File: config.mk
export PLATFORM = sky130hd
export DESIGN_NAME = gate_tt_sequencer_flat
export DESIGN_NICKNAME = d
export VERILOG_FILES = /design/src/rtl/gate_tt_sequencer_pkg.sv /design/src/rtl/gate_tt_sequencer_if.sv /design/src/rtl/settle_timer.sv /design/src/rtl/gate_tt_sequencer.sv /design/src/flat_wrapper.sv
export SDC_FILE = /design/constraint.sdc
export NUM_CORES = 1
export LEC_CHECK = 0
export CORE_AREA = 2 2 58 60
export DETAILED_ROUTE_END_ITERATION = 8
export DIE_AREA = 0 0 60 62
export PLACE_DENSITY = 0.8
export SLEW_MARGIN = 20
export SYNTH_ARGS = -nofsm -noshare
export SYNTH_HDL_FRONTEND = slang
export SYNTH_SLANG_ARGS = --single-unit
File: constraint.sdc
create_clock -name clk -period 1.6 [get_ports clk]
set_input_delay 0.24 -clock clk [delete_from_list [all_inputs] [get_ports clk]]
set_output_delay 0.24 -clock clk [all_outputs]
set_load 0.02 [all_outputs]
File: src/rtl/gate_tt_sequencer_pkg.sv
// Shared types and widths for the gate truth-table sequencer family.
package gate_tt_sequencer_pkg;

  localparam int TT_WIDTH  = 4;
  localparam int IDX_WIDTH = 2;
  localparam int CNT_WIDTH = 4;

  typedef enum logic [2:0] {
    ST_IDLE   = 3'd0,
    ST_DRIVE  = 3'd1,
    ST_WAIT   = 3'd2,
    ST_SAMPLE = 3'd3,
    ST_DONE   = 3'd4
  } state_e;

endpackage

File: src/rtl/gate_tt_sequencer_if.sv
// Control/status bundle between a sweep requester (master) and the sequencer (slave).
interface gate_tt_sequencer_if;
  import gate_tt_sequencer_pkg::*;

  logic                start;
  logic                abort;
  logic [TT_WIDTH-1:0] exp_tt;
  logic                busy;
  logic                done;
  logic [TT_WIDTH-1:0] obs_tt;
  logic [TT_WIDTH-1:0] mismatch;
  logic                pass;

  modport master (
    output start, abort, exp_tt,
    input  busy, done, obs_tt, mismatch, pass
  );

  modport slave (
    input  start, abort, exp_tt,
    output busy, done, obs_tt, mismatch, pass
  );

endinterface

File: src/rtl/settle_timer.sv
// Loadable settle down-counter; expire marks the last counting cycle.
module settle_timer #(
  parameter int WIDTH = 4
) (
  input  logic             clk,
  input  logic             rst_n,
  input  logic             load,
  input  logic [WIDTH-1:0] load_val,
  input  logic             count,
  output logic             expire
);

  logic [WIDTH-1:0] cnt;

  always_ff @(posedge clk or negedge rst_n) begin
    if (!rst_n) begin
      cnt <= '0;
    end else if (load) begin
      cnt <= load_val;
    end else if (count && cnt != '0) begin
      cnt <= cnt - WIDTH'(1);
    end
  end

  // Terminal count at 1 so a load of N yields exactly N counting cycles.
  assign expire = count && (cnt == WIDTH'(1));

endmodule

File: src/rtl/gate_tt_sequencer.sv
// Sweeps all four input vectors of an external 2-input gate and compares
// the sampled outputs against an expected truth table.
//
// state     | meaning
// ----------+-------------------------------------------------
// ST_IDLE   | waiting for start; results from last sweep held
// ST_DRIVE  | drive vector idx onto gate_a/gate_b, load timer
// ST_WAIT   | let the gate settle for SETTLE_CYCLES cycles
// ST_SAMPLE | capture gate_y into obs_tt/mismatch at idx
// ST_DONE   | one-cycle done pulse, then back to idle
module gate_tt_sequencer
  import gate_tt_sequencer_pkg::*;
#(
  parameter int SETTLE_CYCLES = 2   // legal range 1..15
) (
  input  logic                clk,
  input  logic                rst_n,
  gate_tt_sequencer_if.slave  ctl,
  output logic                gate_a,
  output logic                gate_b,
  input  logic                gate_y
);

  state_e               state;
  logic [IDX_WIDTH-1:0] idx;
  logic [TT_WIDTH-1:0]  exp_q;
  logic [TT_WIDTH-1:0]  obs_q;
  logic [TT_WIDTH-1:0]  mm_q;
  logic [TT_WIDTH-1:0]  mm_next;
  logic                 busy_q;
  logic                 done_q;
  logic                 pass_q;
  logic                 tmr_load;
  logic                 tmr_count;
  logic                 tmr_expire;

  assign tmr_load  = (state == ST_DRIVE);
  assign tmr_count = (state == ST_WAIT);

  settle_timer #(.WIDTH(CNT_WIDTH)) u_settle (
    .clk      (clk),
    .rst_n    (rst_n),
    .load     (tmr_load),
    .load_val (CNT_WIDTH'(SETTLE_CYCLES)),
    .count    (tmr_count),
    .expire   (tmr_expire)
  );

  // Mismatch including the bit being sampled now, so pass lands with done.
  always_comb begin
    mm_next      = mm_q;
    mm_next[idx] = gate_y ^ exp_q[idx];
  end

  always_ff @(posedge clk or negedge rst_n) begin
    if (!rst_n) begin
      state  <= ST_IDLE;
      idx    <= '0;
      exp_q  <= '0;
      obs_q  <= '0;
      mm_q   <= '0;
      busy_q <= 1'b0;
      done_q <= 1'b0;
      pass_q <= 1'b0;
      gate_a <= 1'b0;
      gate_b <= 1'b0;
    end else begin
      done_q <= 1'b0;
      if (ctl.abort && state != ST_IDLE) begin
        state  <= ST_IDLE;
        idx    <= '0;
        busy_q <= 1'b0;
        pass_q <= 1'b0;
        gate_a <= 1'b0;
        gate_b <= 1'b0;
      end else begin
        case (state)
          ST_IDLE: begin
            if (ctl.start && !ctl.abort) begin
              exp_q  <= ctl.exp_tt;
              obs_q  <= '0;
              mm_q   <= '0;
              pass_q <= 1'b0;
              idx    <= '0;
              busy_q <= 1'b1;
              state  <= ST_DRIVE;
            end
          end
          ST_DRIVE: begin
            {gate_a, gate_b} <= idx;
            state            <= ST_WAIT;
          end
          ST_WAIT: begin
            if (tmr_expire) state <= ST_SAMPLE;
          end
          ST_SAMPLE: begin
            obs_q[idx] <= gate_y;
            mm_q       <= mm_next;
            if (idx == IDX_WIDTH'(3)) begin
              done_q <= 1'b1;
              pass_q <= (mm_next == '0);
              state  <= ST_DONE;
            end else begin
              idx   <= idx + IDX_WIDTH'(1);
              state <= ST_DRIVE;
            end
          end
          ST_DONE: begin
            busy_q <= 1'b0;
            state  <= ST_IDLE;
          end
          default: begin
            busy_q <= 1'b0;
            state  <= ST_IDLE;
          end
        endcase
      end
    end
  end

  assign ctl.busy     = busy_q;
  assign ctl.done     = done_q;
  assign ctl.obs_tt   = obs_q;
  assign ctl.mismatch = mm_q;
  assign ctl.pass     = pass_q;

endmodule
File: src/flat_wrapper.sv
// flat-port wrapper written by rule: the top's interface ports become plain ports
module gate_tt_sequencer_flat import gate_tt_sequencer_pkg::*;
#(
  parameter int SETTLE_CYCLES = 2                       
)
  (clk, rst_n, gate_a, gate_b, gate_y, ctl_start, ctl_abort, ctl_exp_tt, ctl_busy, ctl_done, ctl_obs_tt, ctl_mismatch, ctl_pass);
  gate_tt_sequencer_if ctl_i ();
  input  logic clk;
  input  logic rst_n;
  output logic gate_a;
  output logic gate_b;
  input  logic gate_y;
  input wire logic [$bits(ctl_i.start)-1:0] ctl_start;
  input wire logic [$bits(ctl_i.abort)-1:0] ctl_abort;
  input wire logic [$bits(ctl_i.exp_tt)-1:0] ctl_exp_tt;
  output wire logic [$bits(ctl_i.busy)-1:0] ctl_busy;
  output wire logic [$bits(ctl_i.done)-1:0] ctl_done;
  output wire logic [$bits(ctl_i.obs_tt)-1:0] ctl_obs_tt;
  output wire logic [$bits(ctl_i.mismatch)-1:0] ctl_mismatch;
  output wire logic [$bits(ctl_i.pass)-1:0] ctl_pass;
  assign ctl_i.start = ctl_start;
  assign ctl_i.abort = ctl_abort;
  assign ctl_i.exp_tt = ctl_exp_tt;
  assign ctl_busy = ctl_i.busy;
  assign ctl_done = ctl_i.done;
  assign ctl_obs_tt = ctl_i.obs_tt;
  assign ctl_mismatch = ctl_i.mismatch;
  assign ctl_pass = ctl_i.pass;
  gate_tt_sequencer #(.SETTLE_CYCLES(SETTLE_CYCLES)) u_core (.clk(clk), .rst_n(rst_n), .ctl(ctl_i), .gate_a(gate_a), .gate_b(gate_b), .gate_y(gate_y));
endmodule
# After elaboration in Yosys (flattened, before gate mapping)

Cells that the tools add are included.

Register bits after elaboration: 26
Bits of input ports: 9
Output and inout port bits: 13
Logic and storage cells: 83

Add/sub/neg operators: 2
Magnitude comparators: 2
Equality and inequality tests: 11
Muxes and demuxes: 34
Bitwise operators: 2
Reductions and logical operators: 21

Operators with widths:

| cell                                                                     | count |
|---|---|
| 4-bit one-hot mux with 2 select lines                                    | 2 |
| 1-bit 2-to-1 mux                                                         | 14 |
| 3-bit 2-to-1 mux                                                         | 4 |
| 4-bit 2-to-1 mux                                                         | 3 |
| 3-bit one-hot mux with 4 select lines                                    | 1 |
| 3-bit AND reduction                                                      | 4 |
| 3-bit by 1-bit inequality test with 1-bit output (second input constant) | 3 |
| 4-bit bitwise mux                                                        | 2 |
| 3-bit by 2-bit == test with 1-bit output (second input constant)         | 2 |
| 2-bit 2-to-1 mux                                                         | 3 |
| 2-bit nonzero test                                                       | 3 |
| 3-bit nonzero test                                                       | 2 |
| 1-bit logical AND                                                        | 5 |
| 4-bit by 1-bit == test with 1-bit output (second input constant)         | 1 |
| 4-bit logical NOT                                                        | 1 |
| 2-bit by 1-bit inequality test with 1-bit output (second input constant) | 2 |
| 1-bit one-hot mux with 2 select lines                                    | 2 |
| 2-bit one-hot mux with 2 select lines                                    | 1 |
| 2-bit AND reduction                                                      | 2 |
| 4-bit nonzero test                                                       | 1 |
| 4-bit by 1-bit subtractor with 4-bit output (second input constant)      | 1 |
| 3-bit by 1-bit == test with 1-bit output (second input constant)         | 1 |
| 3-bit logical NOT                                                        | 1 |
| 2-bit by 3-bit < comparator with 1-bit output (second input constant)    | 1 |
| 10 further kinds                                                         | 10 |

# Depth between registers and ports, before layout

Gate-level depths: netlist of run 1.

Word-level depth: 9
Depth in mapped cells: 6
Mapped depth without buffers: 6

# Cells and area by module

A second synthesis of run 1 with hierarchy kept.

Cell total of the unflattened synthesis: 140
Area total of the unflattened synthesis: 1408.9 sq um

Modules (own cells, without submodules):

| module            | times used | cells each | area an instance (sq um) | sequential area each (sq um) |
|---|---|---|---|---|
| gate_tt_sequencer | 1          | 110        | 1142.3                   | 550.5 |
| settle_timer      | 1          | 30         | 266.5                    | 100.1 |

# Worst setup path before layout of run 1

OpenSTA, ideal clock, no wires.

Kind: register to register
Start: reg u_core.state[0]
End: reg u_core.exp_q[0]
Library setup time: 125 ps
Data arrival time: 1531 ps
Required time: 1475 ps
Path slack: -56 ps
Cell stages (with the launch flop): 5
Buffers on the path: 1
Cell sequence: dfrtp_1 -> buf_6 -> or3_4 -> nor3b_4 -> mux2_4

Cells in the longest elaborated chain, start to end: 4
Elaborated cells between the ends (all ways): 5
Those cells by class: bitwise: 1; reduce/logical: 4

RTL lines:

| what                                   | RTL line                | text |
|---|---|---|
| start, declared                        | gate_tt_sequencer.sv:24 | `state_e state;` |
| start signal, assigned                 | gate_tt_sequencer.sv:57 | `state <= ST_IDLE;` |
| start signal, assigned                 | gate_tt_sequencer.sv:70 | `state <= ST_IDLE;` |
| start signal, assigned                 | gate_tt_sequencer.sv:86 | `state <= ST_DRIVE;` |
| 3-bit nonzero test                     | gate_tt_sequencer.sv:69 | `if (ctl.abort && state != ST_IDLE) begin` |
| 1-bit logical AND                      | gate_tt_sequencer.sv:69 |  |
| 1-bit NOT (no source line)             | -                       |  |
| 3-bit AND reduction (no source line) * | -                       |  |
| end signal, assigned                   | gate_tt_sequencer.sv:80 | `exp_q <= ctl.exp_tt;` |
| end, declared                          | gate_tt_sequencer.sv:26 | `logic [TT_WIDTH-1:0] exp_q;` |

Mark *: on every way between the ends. The rest lies on a longest branch, timed or not.
A chain may end at the register's enable or synchronous reset.

# Worst setup path in the final report of run 1

Start: reg u_core.state[1]
End: reg u_core.obs_q[3], in the netlist u_core.ctl.obs_tt[3]

Cells in the longest elaborated chain, start to end: 4
Elaborated cells between the ends (all ways): 9
Those cells by class: eq/ne: 2; mux: 1; bitwise: 1; reduce/logical: 5

RTL lines:

| what                                                      | RTL line                | text |
|---|---|---|
| branches (longest 4 deep; another with 3-bit logical NOT) | -                       |  |
| end signal, assigned by index                             | gate_tt_sequencer.sv:97 | `obs_q[idx] <= gate_y;` |
| end, declared                                             | gate_tt_sequencer.sv:27 | `logic [TT_WIDTH-1:0] obs_q;` |

Parallel ways; which one is timed is not known.

==> out/summary.txt, run 1 <==
status: finished with violations
failing checks: setup timing
Die Height: 62 µm
P_int: 1.40 mW
Placement Setup Slack: -0.382 ns
initial DRC count: 43
number of global-route vias before repair: 1242
dpl hpwl: 2420 µm
CTS tree: done
CTS buffer count: 3
final count of hold timing violations: 0
DRC: 0
ant diodes: 0
Required @ worst endpoint: 1.82 ns
largest net degree at the start of global routing: 27
Pwr Density: 962 nW/µm²
final setup violation count: 10
GR Util All Layers: 19.3%
Syn Inst Count: 131
worst-path maximum fanout: 6
Clock Latency Late Sink: 0.32 ns
Final Wtd Congestion: 0.815
clock power share: 23.0%
Gate power share: 35.4%
setup ws final: -0.0773 ns
Worst IR Drop VDD: 0.536 mV
Vias: 1212
Critical Path AT: 1.90 ns
Initial Util: 44.0%
global-route wire length before repair: 5360 µm
Leak Pwr: 1.08 nW
fin. max-slew vios: 0
CTS Sinks: 26
Pre-antenna DRT Iters: 4
relative slew slack: 76.5%
Psw: 0.585 mW
Clk pin slew, worst setup/hold paths: 0.16 ns
CORE AREA: 3180 µm²
WL final: 3470 µm
Async SR Flop Fraction: 100%
sw frac: 29.5%
worst r2r src: u_core.state[1]
layout cells sized above 1: 35.3%
Final nets: 204
IO Count: 22
number of fill cells: 253
number of routed nets with antenna violations: 0
crit-path max cell delay: 0.48 ns
IO Port Bufs: 21
critical path class: register to register
initial antenna violation count: 0
critical path startpoint: u_core.state[1]
Startpoint Class: register
Synth cell types: 36
routed length per instance: 14.9 µm
EDFF count, synth: 0
CP Capture Type: register
f_max: 0.596 GHz
GR Overflow Total: 0
Vias/cell: 5.20
RSZ-0062 raised after global routing: yes
Mean Syn Cell Area: 10.7 µm²
final instance area: 2070 µm²
Synth warnings: 0
Reg power frac: 41.6%
clock skew: 0.0126 ns
crit-path cells: or3b_4 -> a211oi_4 -> o21ai_2 -> a22o_1
slew at the pin closest to its max-slew limit: 0.352 ns
Area Growth Syn to Fin: 47.7%
post-synthesis sequential area ratio: 46.5%
ys flop type: dfrtp_1
Die Wd: 60 µm
final worst-path cycle share: 105%
Syn Nets: 147
Post-Syn Area: 1400 µm²
Slowest-stage cell, CP: dfrtp_2
CTS H-Tree Depth: 1
clock root buffer: clkbuf_4
Cell Area, Placed: 1850 µm²
Row Count: 21
R2R depth: 4
number of synthesized register bits: 26
die area: 3720 µm²
max_cap viols: 0
minimum clock period: 1.68 ns
path category of the worst min-delay check: input port to asynchronous set/reset pin
CTS Buffer Depth: 2
flip-flops by register name (all words and copies together), names as in the netlist:
| name | flops |
|---|---|
| u_core.ctl.mismatch | 4 |
| u_core.ctl.obs_tt | 4 |
| u_core.exp_q | 4 |
| u_core.u_settle.cnt | 4 |
| u_core.state | 3 |
| u_core.idx | 2 |
| u_core.ctl.busy | 1 |
| u_core.ctl.done | 1 |
| u_core.ctl.pass | 1 |
| u_core.gate_a | 1 |
| u_core.gate_b | 1 |
placed cells by master (no fill, tap or decap), drive strengths merged, types with 5 or more instances in the layout:
master	count
buf	37
dfrtp	26
a21oi	11
clkdlybuf4s50	11
o21ai	10
dlymetal6s2s	9
inv	8
nand3	7
nor2	7
ha	7
a22o	6
nand2	6
mux2	5
final cells by class:
type | instances | area (µm²) | area share (%)
clock buffer | 3 | 22.5 | 1.09
timing repair buffer | 58 | 520 | 25.2
inverter | 8 | 32.5 | 1.57
tap | 46 | 57.6 | 2.79
sequential | 26 | 654 | 31.7
clock inverter | 1 | 30.0 | 1.45
multi-input combinational | 91 | 748 | 36.2
path summary, 6_finish.rpt:
| kind | to | slack [ns] |
|---|---|---|
| max reg2reg | u_core.ctl.obs_tt[3] | -0.08 |
| min | u_core.ctl.mismatch[2] | 0.26 |
| max in group asynchronous | u_core.state[1] | 1.06 |
| max | u_core.ctl.obs_tt[3] | -0.08 |
| min reg2reg | u_core.ctl.mismatch[3] | 0.52 |
| min in group clk | u_core.exp_q[0] | 0.51 |
cell families after synthesis:
kind of cell               after synthesis  share of synthesized area, %
and+or+nand+nor                         39                          16.9
AOI/OAI and AO/OA                       34                          16.0
DFF                                     26                          46.5
buffers and inverters                   14                          4.47
adders and majority gates                7                          6.26
muxes                                    6                          6.71
xor gates and xnor gates                 5                          3.13
per-layer routing:
layer / global-route usage [%] / routed length (µm)
met5: 0 / 0
met4: 8.25 / 63
met3: 2.90 / 153
met2: 35.2 / 1880
met1: 22.5 / 1370
power groups by stage:
stage          clock (mW)  sequential, mW  combinational [mW]
3_5_place_dp            0           0.837               0.605
5_1_grt             0.488           0.838               0.775
6_report            0.458           0.826               0.703
4_1_cts             0.459           0.824               0.666
3_3_place_gp            0           0.828               0.575
2_1_floorplan           0           0.833               0.337
cells in the mapped netlist (all sizes together) (2+ instances only):
master   n  share of area, %
a22o     6               3.8
nor2     7               1.9
nor3b    3               2.4
xnor2    3               1.9
nand2    6               1.6
xor2     2               1.3
clkbuf   2              0.54
nand3    7               2.5
or3b     2               1.4
mux2     5               5.1
inv      8               2.1
a21oi   11               3.9
nor2b    3               1.3
and2     2              0.89
o21ai   10               3.6
dfrtp   26                47
buf      4               1.8
ha       7               6.3
or3      2               1.3
a31oi    3               1.3
nor3     4               1.4
worst max-delay path, delay by kind of cell (launching register included):
kind / cells / cell delay (ns)
DFF: 1 / 0.48
AOI/OAI and AO/OA: 3 / 0.68
and+or+nand+nor: 1 / 0.43
timing repair:
item                       CTS  global route
hold buffers                 0             0
pin swaps                    4             3
buffers inserted             6             2
setup endpoints to repair   12            28
resized for setup            7            25
per-stage QoR:
stage	power [mW]	TNS [ns]	hold WS (ns)	instances	utilization, %
floorplan	1.17	-0.224	-0.0556	131	-
global placement	1.40	-2.85	0.491	221	58.2
detailed placement	1.44	-3.70	0.488	221	58.2
CTS	1.95	-0.207	0.282	231	61.7
global route	2.10	-0.805	0.286	233	65.0
finish	1.99	-0.326	0.265	233	65.0
No activity file was read; power rests on OpenSTA's default activity.
==> inputs of run 2 (changes only) <==
- TNS_END_PERCENT: not set -> 50
==> out/summary.txt, run 2 (synthesis results as in run 1) <==
relative slew slack: 78.1% (was 76.5%)
status: finished with violations (unchanged)
initial DRC count: 64 (was 43)
Leak Pwr: 0.980 nW (was 1.08 nW)
fin. max-slew vios: 0 (unchanged)
clock skew: 0.00669 ns (was 0.0126 ns)
setup ws final: -0.0379 ns (was -0.0773 ns)
Clock Latency Late Sink: 0.33 ns (was 0.32 ns)
largest net degree at the start of global routing: 27 (unchanged)
setup TNS: -0.194 ns (was -0.326 ns)
met3 Use GR: 2.48% (was 2.90%)
Die Wd: 60 µm (unchanged)
RSZ-0062 raised after global routing: yes (unchanged)
f_max: 0.611 GHz (was 0.596 GHz)
Final nets: 194 (was 204)
minimum clock period: 1.64 ns (was 1.68 ns)
CTS tree: done (unchanged)
IO Port Bufs: 21 (unchanged)
global-route wire length before repair: 5450 µm (was 5360 µm)
Placement Setup Slack: -0.379 ns (was -0.382 ns)
ant diodes: 0 (unchanged)
clock root buffer: clkbuf_4 (unchanged)
GR Util All Layers: 19.6% (was 19.3%)
routed length per instance: 14.8 µm (was 14.9 µm)
GR Overflow Total: 0 (unchanged)
CP Capture Type: register (unchanged)
Vias: 1172 (was 1212)
worst-path maximum fanout: 7 (was 6)
CORE AREA: 3180 µm² (unchanged)
DRC: 0 (unchanged)
number of global-route vias before repair: 1218 (was 1242)
Critical Path AT: 1.88 ns (was 1.90 ns)
Area Growth Syn to Fin: 42.4% (was 47.7%)
Initial Util: 44.0% (unchanged)
number of routed nets with antenna violations: 0 (unchanged)
CTS Hold Bufs: 0 (unchanged)
Die Height: 62 µm (unchanged)
failing checks: setup timing (unchanged)
critical path class: register to register (unchanged)
IO Count: 22 (unchanged)
Worst IR Drop VDD: 0.504 mV (was 0.536 mV)
initial antenna violation count: 0 (unchanged)
die area: 3720 µm² (unchanged)
slew at the pin closest to its max-slew limit: 0.329 ns (was 0.352 ns)
WHS: 0.248 ns (was 0.265 ns)
dpl hpwl: 2330 µm (was 2420 µm)
Clk pin slew, worst setup/hold paths: 0.14 ns (was 0.16 ns)
layout cells sized above 1: 32.2% (was 35.3%)
met1 GRT Util: 22.8% (was 22.5%)
CTS buffer count: 3 (unchanged)
Final Wtd Congestion: 0.834 (was 0.815)
CTS Sinks: 26 (unchanged)
GR peak layer: met2 (unchanged)
Util after Layout: 62.7% (was 65.0%)
final setup violation count: 7 (was 10)
Row Count: 21 (unchanged)
max_cap viols: 0 (unchanged)
CTS Buffer Depth: 2 (unchanged)
final worst-path cycle share: 102% (was 105%)
Required @ worst endpoint: 1.84 ns (was 1.82 ns)
final count of hold timing violations: 0 (unchanged)
commonest non-fill, non-tap cells in the layout: buf_4, dfrtp_1, a21oi_1, clkdlybuf4s50_1, inv_1 (was buf_4, dfrtp_1, a21oi_1, clkdlybuf4s50_1, dlymetal6s2s_1)
CTS H-Tree Depth: 1 (unchanged)
Startpoint Class: register (unchanged)
Vias/cell: 5.26 (was 5.20)
path category of the worst min-delay check: input port to asynchronous set/reset pin (unchanged)
Pre-antenna DRT Iters: 4 (unchanged)
WL final: 3310 µm (was 3470 µm)
M2 GR Usage: 36.0% (was 35.2%)
Pwr Density: 978 nW/µm² (was 962 nW/µm²)
==> run 2: cell count changes in the layout (fill, tap and decap cells not counted), sizes merged <==
cell          delta
buf             -10
dlymetal6s2s     -3
dlygate4sd2      +3
==> run 2: worst paths after layout <==
check                           startpoint                endpoint  slack, ns  cells past startpoint
max in group asynchronous            rst_n         u_core.state[0]       1.08                      2
setup / recovery           u_core.state[0]         u_core.exp_q[2]      -0.04                      4
hold / removal                       rst_n  u_core.ctl.mismatch[1]       0.25                      2
hold reg to reg            u_core.exp_q[3]         u_core.exp_q[3]       0.53                      1
setup reg to reg           u_core.state[0]         u_core.exp_q[2]      -0.04                      4
min in group clk             ctl_exp_tt[1]         u_core.exp_q[1]       0.51                      2
==> run 2: critical path: stages (launching register included) <==
cell	delay, ns
dfrtp_2	0.47
or3_4	0.40
nor3b_4	0.23
buf_12	0.16
mux2_4	0.29
==> run 2: where the power goes <==
part	leakage, nW	internal [mW]	switching, mW	total, mW
Sequential	0.341	0.749	0.0696	0.819
Clock	0.0279	0.254	0.204	0.458
Combinational	0.611	0.375	0.297	0.672
==> run 2: stage by stage <==
stage | total power, mW | area, µm² | cells
after global placement | 1.40 | 1820 | 215
after CTS | 1.93 | 1920 | 222
after detailed placement | 1.44 | 1820 | 215
final | 1.95 | 1990 | 223
after floorplan | 1.17 | 1400 | 131
after global routing | 2.06 | 1990 | 223
==> run 2: layout make-up <==
type	instances	area, µm²
tap	46	57.6
inverter	8	30.0
clock buffer	3	22.5
clock inverter	1	30.0
multi-input combinational	91	756
timing repair buffer	48	443
sequential	26	653
fill	260	1190
==> run 2: repair_timing <==
| item | 4_1_cts | 5_1_grt |
|---|---|---|
| buffers inserted | 3 | 1 |
| endpoints found under the hold margin | 0 | 0 |
| pin swaps | 5 | 3 |
| setup endpoints to repair | 15 | 24 |
| gates resized for setup | 11 | 19 |
==> run 2: routing by layer <==
| metal | up-vias | part of all wire, % |
|---|---|---|
| li1 | 555 | - |
| met1 | 577 | 40 |
| met2 | 35 | 54 |
| met3 | 5 | 4.4 |
| met4 | 0 | 1.2 |
| met5 | - | 0 |
==> inputs of run 3 (changes only) <==
- CORE_AREA: 2 2 58 60 -> 2 2 42 83
- DIE_AREA: 0 0 60 62 -> 0 0 44 85
- HOLD_SLACK_MARGIN: not set -> 0.15
- PLACE_DENSITY: 0.8 -> 0.79
==> out/summary.txt, run 3 (synthesis results as in run 1) <==
status: finished with violations (unchanged)
failing checks: setup timing (unchanged)
Final Wtd Congestion: 0.790 (was 0.834)
initial antenna violation count: 0 (unchanged)
Cell Area, Placed: 1830 µm² (was 1820 µm²)
IO Count: 22 (unchanged)
global-route wire length before repair: 5750 µm (was 5450 µm)
layout cells sized above 1: 32.0% (was 32.2%)
initial DRC count: 30 (was 64)
CORE AREA: 3120 µm² (was 3180 µm²)
commonest non-fill, non-tap cells in the layout: buf_4, dfrtp_1, clkdlybuf4s50_1 (was buf_4, dfrtp_1, a21oi_1, clkdlybuf4s50_1, inv_1)
final count of hold timing violations: 0 (unchanged)
final setup violation count: 9 (was 7)
critical path class: register to register (unchanged)
Top Metal Used: met4 (unchanged)
number of global-route vias before repair: 1282 (was 1218)
max_cap viols: 0 (unchanged)
CTS Buffer Depth: 2 (unchanged)
internal reg-to-reg setup slack: -0.05 ns (was -0.04 ns)
Bufs and invs on worst path: 0 (was 1)
relative slew slack: 63.9% (was 78.1%)
Clock Latency Late Sink: 0.27 ns (was 0.33 ns)
family with the most delay on the worst path: compound AO/OA/AOI/OAI gates (was simple AND/OR/NAND/NOR gates)
WHS: 0.332 ns (was 0.248 ns)
IO Port Bufs: 21 (unchanged)
Row Count: 29 (was 21)
sw frac: 30.0% (was 29.3%)
FF/Latch Area: 652 µm² (was 653 µm²)
GR Util All Layers: 20.2% (was 19.6%)
Gate power share: 34.6% (was 34.5%)
Die Height: 85 µm (was 62 µm)
CTS buffer count: 3 (unchanged)
Reg power frac: 42.9% (was 42.0%)
final instance area: 1980 µm² (was 1990 µm²)
Critical Path AT: 1.81 ns (was 1.88 ns)
Clk pin slew, worst setup/hold paths: 0.09 ns (was 0.14 ns)
setup ws final: -0.0497 ns (was -0.0379 ns)
Area Growth Syn to Fin: 41.2% (was 42.4%)
Pwr Density: 969 nW/µm² (was 978 nW/µm²)
number of routed nets with antenna violations: 0 (unchanged)
crit-path cells: or3b_4 -> a211oi_4 -> o21ai_1 -> a22o_1 (was or3_4 -> nor3b_4 -> buf_12 -> mux2_4)
Vias/cell: 5.67 (was 5.26)
dpl hpwl: 2540 µm (was 2330 µm)
Initial Util: 44.8% (was 44.0%)
Psw: 0.574 mW (was 0.570 mW)
Placement Setup Slack: -0.426 ns (was -0.379 ns)
CP Capture Type: register (unchanged)
Startpoint Class: register (unchanged)
most common cell after layout, fill and taps aside: buf_4
area of the multi-input gates: 739 µm² (was 756 µm²)
P_int: 1.34 mW (was 1.38 mW)
clock power share: 22.5% (was 23.5%)
CTS Sinks: 26 (unchanged)
reg2reg end: u_core.ctl.mismatch[0] (was u_core.exp_q[2])
ant diodes: 0 (unchanged)
largest net degree at the start of global routing: 27 (unchanged)
CTS tree: done (unchanged)
Pre-antenna DRT Iters: 6 (was 4)
number of fill cells: 246 (was 260)
Required @ worst endpoint: 1.76 ns (was 1.84 ns)
worst-path maximum fanout: 5 (was 7)
clock root buffer: clkbuf_8 (was clkbuf_4)
Worst IR Drop VDD: 0.678 mV (was 0.504 mV)
fin. max-slew vios: 0 (unchanged)
RSZ-0062 raised after global routing: yes (unchanged)
CTS Hold Bufs: 0 (unchanged)
GR Overflow Total: 0 (unchanged)
slew at the pin closest to its max-slew limit: 0.541 ns (was 0.329 ns)
die area: 3740 µm² (was 3720 µm²)
f_max: 0.606 GHz (was 0.611 GHz)
routed length on met2: 1980 µm (was 1800 µm)
routed length per instance: 16.0 µm (was 14.8 µm)
minimum clock period: 1.65 ns (was 1.64 ns)
Die Wd: 44 µm (was 60 µm)
worst r2r src: u_core.state[1] (was u_core.state[0])
Vias: 1203 (was 1172)
DRC: 0 (unchanged)
R2R depth: 4 (unchanged)
met3 wire len: 101 µm (was 144 µm)
Final nets: 198 (was 194)
clock skew: 0.00267 ns (was 0.00669 ns)
CTS H-Tree Depth: 1 (unchanged)
final worst-path cycle share: 103% (was 102%)
Leak Pwr: 0.887 nW (was 0.980 nW)
crit-path max cell delay: 0.43 ns (was 0.47 ns)
Slowest-stage cell, CP: dfrtp_1 (was dfrtp_2)
path category of the worst min-delay check: input port to asynchronous set/reset pin (unchanged)
Util after Layout: 63.3% (was 62.7%)
WL final: 3390 µm (was 3310 µm)
Met1 Wirelength: 1270 µm (was 1320 µm)
-- run 3: how the worst max path moves through the flow --
stage / from / end / slack, ns / cells after the start
final: u_core.state[1] / u_core.ctl.mismatch[0] / -0.05 / 4
after global routing: u_core.idx[1] / u_core.ctl.pass / -0.09 / 6
after CTS: u_core.state[0] / u_core.exp_q[3] / -0.05 / 4
after detailed placement: ctl_start / u_core.ctl.obs_tt[3] / -0.43 / 5
after global placement: ctl_start / u_core.ctl.obs_tt[3] / -0.36 / 5
after floorplan: u_core.state[0] / u_core.exp_q[0] / -0.06 / 4
-- run 3: stage by stage --
step | TNS [ns] | power [mW] | cells
6_report | -0.279 | 1.91 | 212
5_1_grt | -0.949 | 2.02 | 212
4_1_cts | -0.232 | 1.90 | 208
3_5_place_dp | -3.80 | 1.45 | 204
3_3_place_gp | -3.11 | 1.41 | 204
2_1_floorplan | -0.245 | 1.17 | 131
-- run 3: final cells by class --
cell class | count | share of cell area, %
sequential | 26 | 33.0
multi-input combinational | 91 | 37.4
inverter | 8 | 1.65
clock buffer | 4 | 2.79
tap | 31 | 1.96
timing repair buffer | 52 | 23.2
-- run 3: power groups by stage --
stage | registers, mW | logic [mW] | clock network (mW)
after global routing | 0.833 | 0.726 | 0.462
after detailed placement | 0.832 | 0.622 | 0
after CTS | 0.821 | 0.643 | 0.437
final | 0.822 | 0.662 | 0.430
after floorplan | 0.833 | 0.337 | 0
after global placement | 0.826 | 0.586 | 0
-- run 3: worst register-to-register path: stages (launching register included) --
cell and delay (ns):
dfrtp_1 0.43, or3b_4 0.43, a211oi_4 0.34, o21ai_1 0.13, a22o_1 0.21
-- run 3: what timing repair did --
action                     in CTS  in global routing
cloned                          0                  0
setup endpoints to repair      11                 14
pin swaps                       2                  6
setup buffers                   0                  4
gates resized for setup         6                 12
-- run 3: layer usage --
layer,GRT usage [%],vias to the layer above
met5,0,-
met4,6.89,0
met3,2.55,5
met2,38.0,22
met1,21.8,612
li1,-,564
